[src/rtl/cpu_clk_ctrl.sv]
// cpu_clk_ctrl: turns divided-clock edges into CPU enables gated by a debounced run/halt/step FSM.
// Define CPU_CLK_CTRL_BREAK_EN to add the break_cycle/break_hit breakpoint.
module cpu_clk_ctrl #(
  parameter int DEBOUNCE_CYCLES = 250000,
  parameter int CNT_W = 32
) (
  input  logic             clk,
  input  logic             rst,
  input  logic             slow_clk_in,
  input  logic             btn_run,
  input  logic             btn_step,
  input  logic             btn_halt,
`ifdef CPU_CLK_CTRL_BREAK_EN
  input  logic [CNT_W-1:0] break_cycle,
  output logic             break_hit,
`endif
  output logic             cpu_en,
  output logic             running,
  output logic [CNT_W-1:0] cycle_count
);
  localparam int DW = $clog2(DEBOUNCE_CYCLES + 1);
  typedef enum logic [1:0] {HALT, RUN, STEP} state_t;
  state_t state, state_next;
  logic s1, s2, s3, tick, en_next, brk;
  logic [2:0] btn, press;
  assign btn = {btn_halt, btn_step, btn_run};
  assign tick = s2 & ~s3;
  for (genvar b = 0; b < 3; b++) begin : g_db
    logic b1, b2, db;
    logic [DW-1:0] cnt;
    always_ff @(posedge clk or posedge rst)
      if (rst) begin
        b1 <= 1'b0;
        b2 <= 1'b0;
        db <= 1'b0;
        cnt <= '0;
      end else begin
        b1 <= btn[b];
        b2 <= b1;
        if (b2 == db) cnt <= '0;
        else if (cnt == DW'(DEBOUNCE_CYCLES - 1)) begin
          db <= ~db;
          cnt <= '0;
        end else cnt <= cnt + DW'(1);
      end
    // fires in the cycle the debounced state is about to flip 0->1
    assign press[b] = (b2 != db) && (cnt == DW'(DEBOUNCE_CYCLES - 1)) && !db;
  end
`ifdef CPU_CLK_CTRL_BREAK_EN
  assign brk = state == RUN && en_next && break_cycle != '0 && cycle_count + CNT_W'(1) == break_cycle;
  always_ff @(posedge clk or posedge rst)
    if (rst) break_hit <= 1'b0;
    else if (brk) break_hit <= 1'b1;
    else if (press[0] || press[1]) break_hit <= 1'b0;
`else
  assign brk = 1'b0;
`endif
  always_comb begin
    state_next = state;
    en_next = tick && !press[2] && state != HALT;
    if (press[2]) state_next = HALT;
    else if (state == HALT) state_next = press[1] ? STEP : press[0] ? RUN : HALT;
    else if (brk || (state == STEP && tick)) state_next = HALT;
  end
  always_ff @(posedge clk or posedge rst)
    if (rst) begin
      state <= HALT;
      s1 <= 1'b0;
      s2 <= 1'b0;
      s3 <= 1'b0;
      cpu_en <= 1'b0;
      running <= 1'b0;
      cycle_count <= '0;
    end else begin
      state <= state_next;
      s1 <= slow_clk_in;
      s2 <= s1;
      s3 <= s2;
      cpu_en <= en_next;
      running <= state_next == RUN;
      cycle_count <= cycle_count + CNT_W'(en_next);
    end
endmodule

[config.mk]
export PLATFORM = sky130hd
export DESIGN_NAME = cpu_clk_ctrl
export DESIGN_NICKNAME = d
export VERILOG_FILES = /design/src/rtl/cpu_clk_ctrl.sv
export SDC_FILE = /design/constraint.sdc
export NUM_CORES = 1
export LEC_CHECK = 0
export CAP_MARGIN = 40
export CORE_MARGIN = 2
export CORE_UTILIZATION = 63
export DETAILED_ROUTE_END_ITERATION = 16
export DONT_BUFFER_PORTS = 1
export PLACE_DENSITY = 0.79
export SYNTH_ARGS = -nofsm -noshare
export SYNTH_HDL_FRONTEND = slang
export SYNTH_SLANG_ARGS = --single-unit
export TNS_END_PERCENT = 20
[constraint.sdc]
create_clock -name clk -period 3.7 [get_ports clk]
set_input_delay 0.74 -clock clk [delete_from_list [all_inputs] [get_ports clk]]
set_output_delay 0.74 -clock clk [all_outputs]
set_load 0.1 [all_outputs]
After elaboration in Yosys (flattened, before gate mapping) --
Cells that the tools add are included.
Cells by class: add/sub/neg operators 4, multipliers 0, div/mod/pow operators 0, magnitude comparators 0, equality and inequality tests 11, shift operators 0, mux-type cells 11, bitwise logic cells 8, reduce and logical (&&, ||, !) cells 18
Operator list (count):
- 18-bit 2-to-1 mux | 6
- 18-bit by 1-bit adder with 18-bit output, second input constant | 3
- 18-bit == test, second input constant | 3
- 32-bit by 1-bit adder with 32-bit output | 1
- 1-bit logical AND | 9
- 2-bit 2-to-1 mux | 4
- 1-bit NOT | 7
- 2-bit AND reduction | 3
- 1-bit zero test | 4
- 1-bit == test | 3
- 1-bit != test | 3
- 2-bit by 1-bit == test with 1-bit output, second input constant | 1
- 2-bit == test, second input constant | 1
- 2-bit zero test | 1
- 2-bit nonzero test | 1
- 1-bit AND | 1
- 1-bit 2-to-1 mux | 1
Storage, ports and cells: flip-flop bits (word level) 102, latch bits 0, memory bits (writable) 0, ROM bits 0, input bits 6, output and inout port bits 34, logic and storage cells 71, memories kept 0

Depth between registers and ports, before layout --
Gate-level depths: netlist of the first run.
depth in word-level cells 8, depth in mapped cells 11, mapped depth without buffers 11

Worst setup path before layout of the first run --
Ideal clock, no wire load.
kind flip-flop to flip-flop, start point reg g_db[2].cnt[0], end point reg cycle_count[18], library setup time 160 ps, arrival time 2395 ps, required time 3540 ps, path slack 1146 ps, stages on the path, launching flop included 12, buffers on the path 0, clock period less this slack 2554 ps, path through dfrtp_1 ha_1 nand3_1 or4_4 nor4_4 nor3_1 ha_1 ha_1 inv_1 nor4_4 nand4_1 xnor2_1
On the way: longest elaborated chain between the ends 7
RTL lines:
- start: declaration | RTL line 30 | logic [DW-1:0] cnt;
- start signal: assignment | RTL line 44 | end else cnt <= cnt + DW'(1);
- 18-bit == test | RTL line 47 | assign press[b] = (b2 != db) && (cnt == DW'(DEBOUNCE_CYCLES - 1)) && !db;
- 1-bit logical AND (2 in series) | RTL line 47
- 1-bit zero test | RTL line 60 | en_next = tick && !press[2] && state != HALT;
- 1-bit logical AND (2 in series) | RTL line 60
- via en_next | RTL line 24 | logic s1, s2, s3, tick, en_next, brk;
- 32-bit by 1-bit adder with 32-bit output | RTL line 81 | cycle_count <= cycle_count + CNT_W'(en_next);
- end signal: assignment | RTL line 81
- end: declaration | RTL line 19 | output logic [CNT_W-1:0] cycle_count
The timed path passes the listed nets, and every way through them passes these cells. A chain may end at the register's enable or synchronous reset.

Worst setup path in the final report of the first run --
start point reg g_db[2].cnt[0], end point reg cycle_count[24]
The elaborated chain is that of the path after synthesis.

==> impl_metrics.env, run 1 <==
export IMPL_status="complete, no violations"
export IMPL_ys_seq_area_share_pct=53.9
export IMPL_antenna_found_initial=0
export IMPL_cp_slowest_cell="nor4_4"
export IMPL_drv_slew=0
export IMPL_endpoint="cycle_count[24]"
export IMPL_cp_depth=11
export IMPL_cp_arrival_ps=3210
export IMPL_ys_warn_count=0
export IMPL_avgViaCountPerCell=5.76
export IMPL_crit_top_cell="ha_1"
export IMPL_rr_startpoint="g_db[2].cnt[0]"
export IMPL_cts_max_level=3
export IMPL_r2r_slack_ps=740
export IMPL_cts_hold_buf=0
export IMPL_fin_tns_setup_ps=0
export IMPL_end_kind="register"
export IMPL_synthToLayoutAreaGrowth_pct=14.4
export IMPL_holdCritPathClass="primary input to asynchronous set/reset pin"
export IMPL_firstDrtPassIters=4
export IMPL_maxSlewHeadroom_pct=40.4
export IMPL_place_ws_ps=768
export IMPL_start_kind="register"
export IMPL_p_per_area_nw_per_um2=352
export IMPL_start_util_pct=65.3
export IMPL_path_class="register to register"
export IMPL_final_common_cell="dfrtp_1"
export IMPL_cts_resized_gates=0
export IMPL_fin_crit_sh_pct=80.0
export IMPL_synth_seq_cells=102
export IMPL_cts_inserted_buffers=9
export IMPL_post_route_min_period_ps=2960
export IMPL_die_area_um2=8230
export IMPL_fmax_mhz=338
export IMPL_drtIter0Drc=201
export IMPL_multiInputGateArea_um2=2080
export IMPL_io_pins=40
export IMPL_grt_pass1_wl_um=16200
export IMPL_antenna_cells=0
export IMPL_grt_max_degree=61
export IMPL_syn_nets=455
export IMPL_row_count=31
export IMPL_async_flop_share_pct=100
export IMPL_antenna_left=0
export IMPL_placed_cells=570
export IMPL_clk_latency_ps=360
export IMPL_routed_wirelength_um=9370
export IMPL_stdcell_count=585
export IMPL_fin_area_um2=5420
export IMPL_final_fill_count=511
export IMPL_syn_area_um2=4740
export IMPL_cp_required_ps=3950
export IMPL_ys_types=42
export IMPL_drive_gt1_share_pct=14.2
export IMPL_wl_per_cell_um=16.0
export IMPL_utilization_pct=74.7
export IMPL_reg2reg_to="cycle_count[24]"
export IMPL_cap_violations=0
export IMPL_vias=3371
export IMPL_cts_tree="done"
export IMPL_clock_skew_ps=8.88
export IMPL_layout_common_cells="102 x dfrtp_1, 50 x nor2_1, 47 x xnor2_1"
export IMPL_path_cells="ha_1 > nand3_1 > or4_4 > nor4_4 > nor3_1 > ha_1 > ha_1 > inv_1 > nor4_4 > nand4_1 > xnor2_1"
export IMPL_crit_start="g_db[2].cnt[0]"
export IMPL_setup_viol=0
export IMPL_cts_sinks=102
export IMPL_seq_area_um2=2550
export IMPL_cts_root_buf="clkbuf_8"
export IMPL_first_global_vias=3436
export IMPL_synthFlopType="dfrtp_1"
export IMPL_clk_pin_slew_worst_paths_ps=90
export IMPL_place_congestion=0.824
export IMPL_cp_num_buf_inv=1
export IMPL_port_buffers=0
export IMPL_gr_usage_all_layers_pct=24.9
export IMPL_r2r_cells=11
export IMPL_placed_cell_area_um2=5220
export IMPL_total_power_mw=1.91
export IMPL_p_leak_nw=2.36
export IMPL_nets=493
export IMPL_tightestPinTransition_ps=894
export IMPL_ir_worst_vdd_mv=0.299
export IMPL_gr_total_overflow=0
export IMPL_hold_viol_final=0
export IMPL_synth_edf_count=0
export IMPL_die_y_um=90.7
export IMPL_synth_cells=444
export IMPL_cts_max_path_buffers=2
export IMPL_hold_slack_ps=352
export IMPL_cp_slowest_stage_delay_ps=640
export IMPL_coreArea_um2=7250
export IMPL_drc=0
export IMPL_post_cts_buffers=0
export IMPL_fin_ws_ps=741
export IMPL_rsz0062_at_grt="no"
export IMPL_crit_fanout=10
export IMPL_cpLargestDelayFamily="simple AND/OR/NAND/NOR gates"
export IMPL_synth_avg_cell_area_um2=10.7
export IMPL_die_w_um=90.7
export IMPL_dp_hpwl_um=6680
[flip-flops by register name, summed over array words and instances (netlist names)]
name	flops
g_db.cnt	54
cycle_count	32
g_db.b1	3
g_db.b2	3
g_db.db	3
state	2
cpu_en	1
running	1
s1	1
s2	1
s3	1
[kinds of logic after synthesis]
| logic type | count (synthesis) | share of synthesized area (%) |
|---|---|---|
| AO/OA/AOI/OAI | 32 | 4.36 |
| multiplexers | 1 | 0.238 |
| flip-flops | 102 | 53.9 |
| XOR/XNOR | 69 | 12.8 |
| AND/OR/NAND/NOR | 214 | 25.3 |
| adder cells (fa/ha/maj) | 5 | 1.32 |
| buffers and inverters | 21 | 2.22 |
[final cells by class]
class                      count  area share (%)
sequential                   102            47.1
timing repair buffer          36            7.57
tap                           99            2.28
inverter                      12           0.877
clock buffer                  11            2.79
multi-input combinational    321            38.4
clock inverter                 4           0.992
[routing by layer]
layer | track usage, % | part of all wire, %
met1 | 30.3 | 42
met2 | 42.9 | 53
met3 | 6.68 | 4.0
met4 | 8.33 | 1.5
met5 | 0 | 0
[how the worst min path moves through the flow]
| stage | end | slack, ps |
|---|---|---|
| 5_1_grt | g_db[1].b2 | 370 |
| 2_1_floorplan | g_db[0].b2 | 330 |
| 6_report | g_db[0].b1 | 350 |
| 3_5_place_dp | g_db[1].b2 | 340 |
| 3_3_place_gp | g_db[2].b2 | 330 |
| 4_1_cts | g_db[1].b2 | 360 |
[cells in the mapped netlist (2+ instances only)]
cell | count | area [um^2]
nor3_1 | 11 | 55.1
nand2_1 | 32 | 120
or4_4 | 3 | 33.8
nand2b_1 | 3 | 18.8
or3_1 | 6 | 37.5
ha_1 | 5 | 62.6
xnor2_1 | 47 | 412
nor4_1 | 10 | 62.6
nand4b_1 | 2 | 17.5
o31ai_1 | 5 | 37.5
o21ai_0 | 10 | 50.1
o21ai_4 | 2 | 32.5
nand3_1 | 35 | 175
and3_1 | 12 | 75.1
buf_4 | 2 | 15.0
buf_2 | 3 | 15.0
a21oi_1 | 12 | 60.1
buf_6 | 2 | 22.5
clkbuf_1 | 2 | 7.51
dfrtp_1 | 102 | 2550
xor2_1 | 22 | 193
nor4_4 | 2 | 42.5
or4_1 | 4 | 30.0
and4_1 | 6 | 52.6
nand4_1 | 22 | 138
nor4b_1 | 4 | 35.0
nor2_1 | 50 | 188
inv_1 | 12 | 45.0
and2_1 | 3 | 18.8
[power breakdown]
part / leakage [nW] / total [mW] / switching [mW] / internal, mW
logic: 0.869 / 0.0498 / 0.0384 / 0.0114
registers: 1.40 / 1.14 / 0.0118 / 1.13
clock network: 0.0980 / 0.717 / 0.369 / 0.348
total: 2.36 / 1.91 / 0.419 / 1.49
Note: power is estimated with default switching activity, not from simulation.
==> inputs of run 2 (changes only) <==
clock period = 2.8 ns   (was 3.7 ns; I/O delays follow)
==> run 2 against run 1 <==
  * Register-to-register slack worse by 600 ps
  * Worst hold slack lost 270 ps
  * Clock skew increased by 3.4 ps
  * Final cell count up 1.9%
  * Sequential cell count is the same
  * Cell area increased by 0.35%
  * Critical path type unchanged
  * Critical endpoint is now cycle_count[20]
==> impl_metrics.env, run 2 (same netlist as run 1, synthesis figures left out) <==
export IMPL_top_regs="g_db.cnt (54), cycle_count (32)"
export IMPL_pwr_share_seq_pct=60.8
export IMPL_cts_tree="done"
export IMPL_dp_hpwl_um=6440
export IMPL_rsz0062_at_grt="no"
export IMPL_clk_latency_ps=380
export IMPL_status="complete, no violations"
export IMPL_cts_root_buf="clkbuf_8"
export IMPL_synthToLayoutAreaGrowth_pct=14.8
export IMPL_p_per_area_nw_per_um2=454
export IMPL_fin_ws_ps=137
export IMPL_gr_usage_all_layers_pct=24.3
export IMPL_crit_fanout=10
export IMPL_total_power_mw=2.47
export IMPL_cap_violations=0
export IMPL_power_switching_mw=0.616
export IMPL_wl_per_cell_um=15.6
export IMPL_routed_wirelength_um=9290
export IMPL_start_kind="register"
export IMPL_first_global_vias=3496
export IMPL_final_common_cell="dfrtp_1"
export IMPL_die_w_um=90.7
export IMPL_cp_arrival_ps=2950
export IMPL_avgViaCountPerCell=5.79
export IMPL_combPwrFrac_pct=3.1
export IMPL_firstDrtPassIters=5
export IMPL_die_area_um2=8230
export IMPL_drv_slew=0
export IMPL_post_route_min_period_ps=2660
export IMPL_grt_pass1_wl_um=16200
export IMPL_die_y_um=90.7
export IMPL_fmax_mhz=376
export IMPL_cp_required_ps=3090
export IMPL_end_kind="register"
export IMPL_placed_cell_area_um2=5220
export IMPL_maxSlewHeadroom_pct=42.7
export IMPL_port_buffers=0
export IMPL_tightestPinTransition_ps=861
export IMPL_coreArea_um2=7250
export IMPL_io_pins=40
export IMPL_grt_max_degree=43
export IMPL_start_util_pct=65.3
export IMPL_path_class="register to register"
export IMPL_antenna_left=0
export IMPL_antenna_found_initial=1
export IMPL_p_leak_nw=2.40
export IMPL_top_register="g_db.cnt"
export IMPL_clk_pin_slew_worst_paths_ps=110
export IMPL_ir_worst_vdd_mv=0.371
export IMPL_p_sw_share_pct=24.9
export IMPL_place_ws_ps=-107
export IMPL_vias=3453
export IMPL_gr_total_overflow=0
export IMPL_cts_inserted_buffers=9
export IMPL_drive_gt1_share_pct=16.5
export IMPL_cts_max_level=3
export IMPL_fin_area_um2=5440
export IMPL_setup_viol=0
export IMPL_p_clk_share_pct=36.1
export IMPL_fin_crit_sh_pct=95.1
export IMPL_nets=502
export IMPL_cts_sinks=102
export IMPL_holdCritPathClass="primary input to asynchronous set/reset pin"
export IMPL_layout_common_cells="102 x dfrtp_1, 50 x nor2_1, 47 x xnor2_1"
export IMPL_cts_max_path_buffers=2
export IMPL_clock_skew_ps=12.2
export IMPL_intPower_mw=1.86
export IMPL_hold_viol_final=0
export IMPL_place_congestion=0.869
export IMPL_row_count=31
export IMPL_cts_hold_buf=0
export IMPL_largest_reg_flops=54
export IMPL_drc=0
export IMPL_drtIter0Drc=192
-- run 2: cell types whose count changed in the layout (fill, tap and decap cells not counted), sizes merged --
cell | before | now
clkinv | 0 | 2
diode | 0 | 1
inv | 13 | 16
buf | 36 | 45
clkbuf | 11 | 9
clkinvlp | 2 | 1
bufinv | 1 | 0
-- run 2: critical path, stage by stage, from the launching register on --
cell	delay (ps)
dfrtp_1	390
ha_2	220
nand3_1	110
or4_4	520
nor4_4	240
nor3_1	110
ha_1	230
ha_2	210
inv_2	80
nor4_4	40
buf_4	190
nand3_1	110
xnor2_1	140
-- run 2: worst paths after layout --
check,start,end,slack (ps),cells after the start
min,rst,s1,80,1
max reg2reg,g_db[2].cnt[1],cycle_count[20],140,12
max in group asynchronous,rst,g_db[1].cnt[3],2020,2
min reg2reg,g_db[0].b1,g_db[0].b2,360,0
max,g_db[2].cnt[1],cycle_count[20],140,12
min in group clk,slow_clk_in,s1,200,0
-- run 2: final cells by class --
| type | count | area, um^2 |
|---|---|---|
| clock buffers | 9 | 124 |
| well taps | 99 | 124 |
| inverters | 12 | 48.8 |
| multi-input cells | 321 | 2100 |
| fillers | 481 | 1810 |
| flip-flops and latches | 102 | 2550 |
| diodes | 1 | 2.50 |
| clock inverters | 7 | 62.6 |
| repair buffers | 45 | 430 |
-- run 2: repair_timing --
item / 4_1_cts / 5_1_grt
gates resized for setup: 1 / 3
endpoints found under the setup margin: 10 / 16
buffers inserted: 1 / 1
pin swaps: 1 / 0
-- run 2: power groups by stage --
stage | Sequential [mW] | Combinational, mW | Clock, mW
6_report | 1.50 | 0.0755 | 0.892
5_1_grt | 1.51 | 0.0878 | 0.974
4_1_cts | 1.50 | 0.0763 | 0.911
3_5_place_dp | 1.53 | 0.0740 | 0
3_3_place_gp | 1.53 | 0.0723 | 0
2_1_floorplan | 1.53 | 0.0548 | 0
-- run 2: through the flow --
stage | hold WS [ps] | cells | utilization [%] | TNS, ps
2_1_floorplan | 331 | 444 | - | 0
3_3_place_gp | 334 | 572 | 70.4 | -588
3_5_place_dp | 336 | 577 | 72.0 | -541
4_1_cts | 81.4 | 594 | 74.7 | 0
5_1_grt | 92.5 | 596 | 75.0 | 0
6_report | 80.1 | 596 | 75.0 | 0
-- run 2: per-layer routing --
metal | part of all wire (%) | global-route usage, %
met4 | 1.2 | 7.18
met2 | 52 | 41.2
met3 | 4.5 | 6.76
met1 | 42 | 30.5
met5 | 0 | 0
==> inputs of run 3 (changes only) <==
GPL_TIMING_DRIVEN = 0   (was unset)
==> run 3 against run 2 <==
  * The flow now finishes with violations (negative setup slack)
  * Cell area rose by 12%
  * Global-route usage rose by 5.6 points
  * Non-clock buffer count rose by 4
  * Final cell count rose by 0.50%
  * Die area did not move
  * Count of clock-buffer cells in the layout did not move
  * Critical path depth fell by 1
  * Sequential cell count did not move
  * Via count rose by 8.7%
  * Utilization rose by 9.1 points
  * Routed wire length rose by 27%
  * Sequential power barely moved
  * Critical path type unchanged
  * Largest power group unchanged
==> impl_metrics.env, run 3 (same netlist as run 1, synthesis figures left out) <==
export IMPL_status="finished, violations left"
export IMPL_violations="negative setup slack"
export IMPL_stdcell_count=599
export IMPL_setup_viol=1
export IMPL_fin_tns_setup_ps=-112
export IMPL_largest_reg_flops=54
export IMPL_place_ws_ps=-329
export IMPL_first_global_vias=3822
export IMPL_cp_required_ps=3080
export IMPL_place_congestion=0.823
export IMPL_start_util_pct=65.3
export IMPL_start_kind="register"
export IMPL_r2r_cells=11
export IMPL_coreArea_um2=7250
export IMPL_drv_slew=0
export IMPL_layout_common_cells="102 x dfrtp_1, 50 x nor2_1, 46 x xnor2_1"
export IMPL_wl_per_cell_um=19.7
export IMPL_r2r_slack_ps=-110
export IMPL_reg2reg_to="cycle_count[27]"
export IMPL_final_common_cell="dfrtp_1"
export IMPL_routed_wirelength_um=11800
export IMPL_antenna_cells=0
export IMPL_clk_latency_ps=380
export IMPL_die_w_um=90.7
export IMPL_firstDrtPassIters=4
export IMPL_clk_pin_slew_worst_paths_ps=100
export IMPL_ir_worst_vdd_mv=0.329
export IMPL_p_leak_nw=2.62
export IMPL_antenna_left=0
export IMPL_die_area_um2=8230
export IMPL_utilization_pct=84.1
export IMPL_cts_max_level=3
export IMPL_clock_skew_ps=13.6
export IMPL_top_regs="g_db.cnt (54), cycle_count (32)"
export IMPL_avgViaCountPerCell=6.27
export IMPL_multiInputGateArea_um2=2110
export IMPL_post_route_min_period_ps=2910
export IMPL_holdCritPathClass="primary input to asynchronous set/reset pin"
export IMPL_cap_violations=0
export IMPL_io_pins=40
export IMPL_final_fill_count=371
export IMPL_row_count=31
export IMPL_drive_gt1_share_pct=17.4
export IMPL_path_class="register to register"
export IMPL_cts_sinks=102
export IMPL_cts_tree="done"
export IMPL_synthToLayoutAreaGrowth_pct=28.7
export IMPL_port_buffers=0
export IMPL_hold_viol_final=0
export IMPL_top_layer="met4"
export IMPL_fin_crit_sh_pct=104
export IMPL_placed_cell_area_um2=5810
export IMPL_fmax_mhz=343
export IMPL_maxSlewHeadroom_pct=42.2
export IMPL_grt_max_degree=31
export IMPL_cp_arrival_ps=3200
export IMPL_dp_hpwl_um=8050
export IMPL_cts_hold_buf=0
export IMPL_fin_area_um2=6100
export IMPL_wl_met2_um=6200
export IMPL_antenna_found_initial=0
export IMPL_placed_cells=578
export IMPL_cts_max_path_buffers=2
export IMPL_rr_startpoint="g_db[2].cnt[0]"
export IMPL_p_per_area_nw_per_um2=434
export IMPL_tightestPinTransition_ps=868
export IMPL_crit_fanout=10
export IMPL_top_register="g_db.cnt"
export IMPL_cts_inserted_buffers=9
export IMPL_end_kind="register"
export IMPL_m1WireLength_um=4510
export IMPL_gr_usage_all_layers_pct=29.9
export IMPL_fin_ws_ps=-112
export IMPL_die_y_um=90.7
export IMPL_gr_total_overflow=0
export IMPL_met3WireLength_um=816
export IMPL_grt_pass1_wl_um=19200
export IMPL_seq_area_um2=2550
export IMPL_drtIter0Drc=295
export IMPL_cts_root_buf="clkbuf_8"
export IMPL_vias=3755
export IMPL_drc=0
export IMPL_nets=506
-- run 3: where the power goes --
| group | leakage [nW] | switching [mW] | internal (mW) |
|---|---|---|---|
| combinational | 1.10 | 0.0608 | 0.0282 |
| sequential | 1.40 | 0.0167 | 1.49 |
| clock | 0.117 | 0.537 | 0.518 |
-- run 3: area by class of cell --
cell class / count / area share, %
plain buffers: 9 / 0.984
well taps: 99 / 2.03
repair buffers: 40 / 16.0
flip-flops and latches: 102 / 41.8
multi-input cells: 321 / 34.6
inverters: 12 / 0.800
clock buffers: 9 / 2.03
clock inverters: 7 / 1.68
-- run 3: routing by layer --
layer,vias up,global-route usage (%)
met5,-,0
met4,0,13.5
met3,28,6.59
met2,190,50.5
met1,1861,36.9
li1,1676,-
-- run 3: worst max-delay path by stage --
stage                           end      startpoint  slack (ps)
CTS                 cycle_count[14]  g_db[2].cnt[0]           7
detailed placement  cycle_count[30]  g_db[2].cnt[0]        -330
global route        cycle_count[27]  g_db[2].cnt[0]        -140
floorplan           cycle_count[18]  g_db[2].cnt[0]         250
global placement    cycle_count[22]  g_db[2].cnt[0]        -260
finish              cycle_count[27]  g_db[2].cnt[0]        -110
-- run 3: repair_timing --
action                     4_1_cts  5_1_grt
setup endpoints to repair       15       11
hold endpoints to repair         0        0
buffers inserted                 5        0
pin swaps                        3        2
resized for setup                5        2
-- run 3: through the flow --
stage	power (mW)	hold slack [ps]
after detailed placement	1.62	335
after floorplan	1.59	331
after global routing	2.73	51.2
after global placement	1.60	335
final	2.65	31.2
after CTS	2.66	34.4
-- run 3: critical path: stages (launching register included) --
cell	delay [ps]
dfrtp_1	400
ha_2	200
nand3_1	120
or4_4	160
nor4_4	50
nor3_2	220
ha_2	270
nand2_1	160
nor4_4	410
buf_4	260
nand4b_1	230
xnor2_2	320
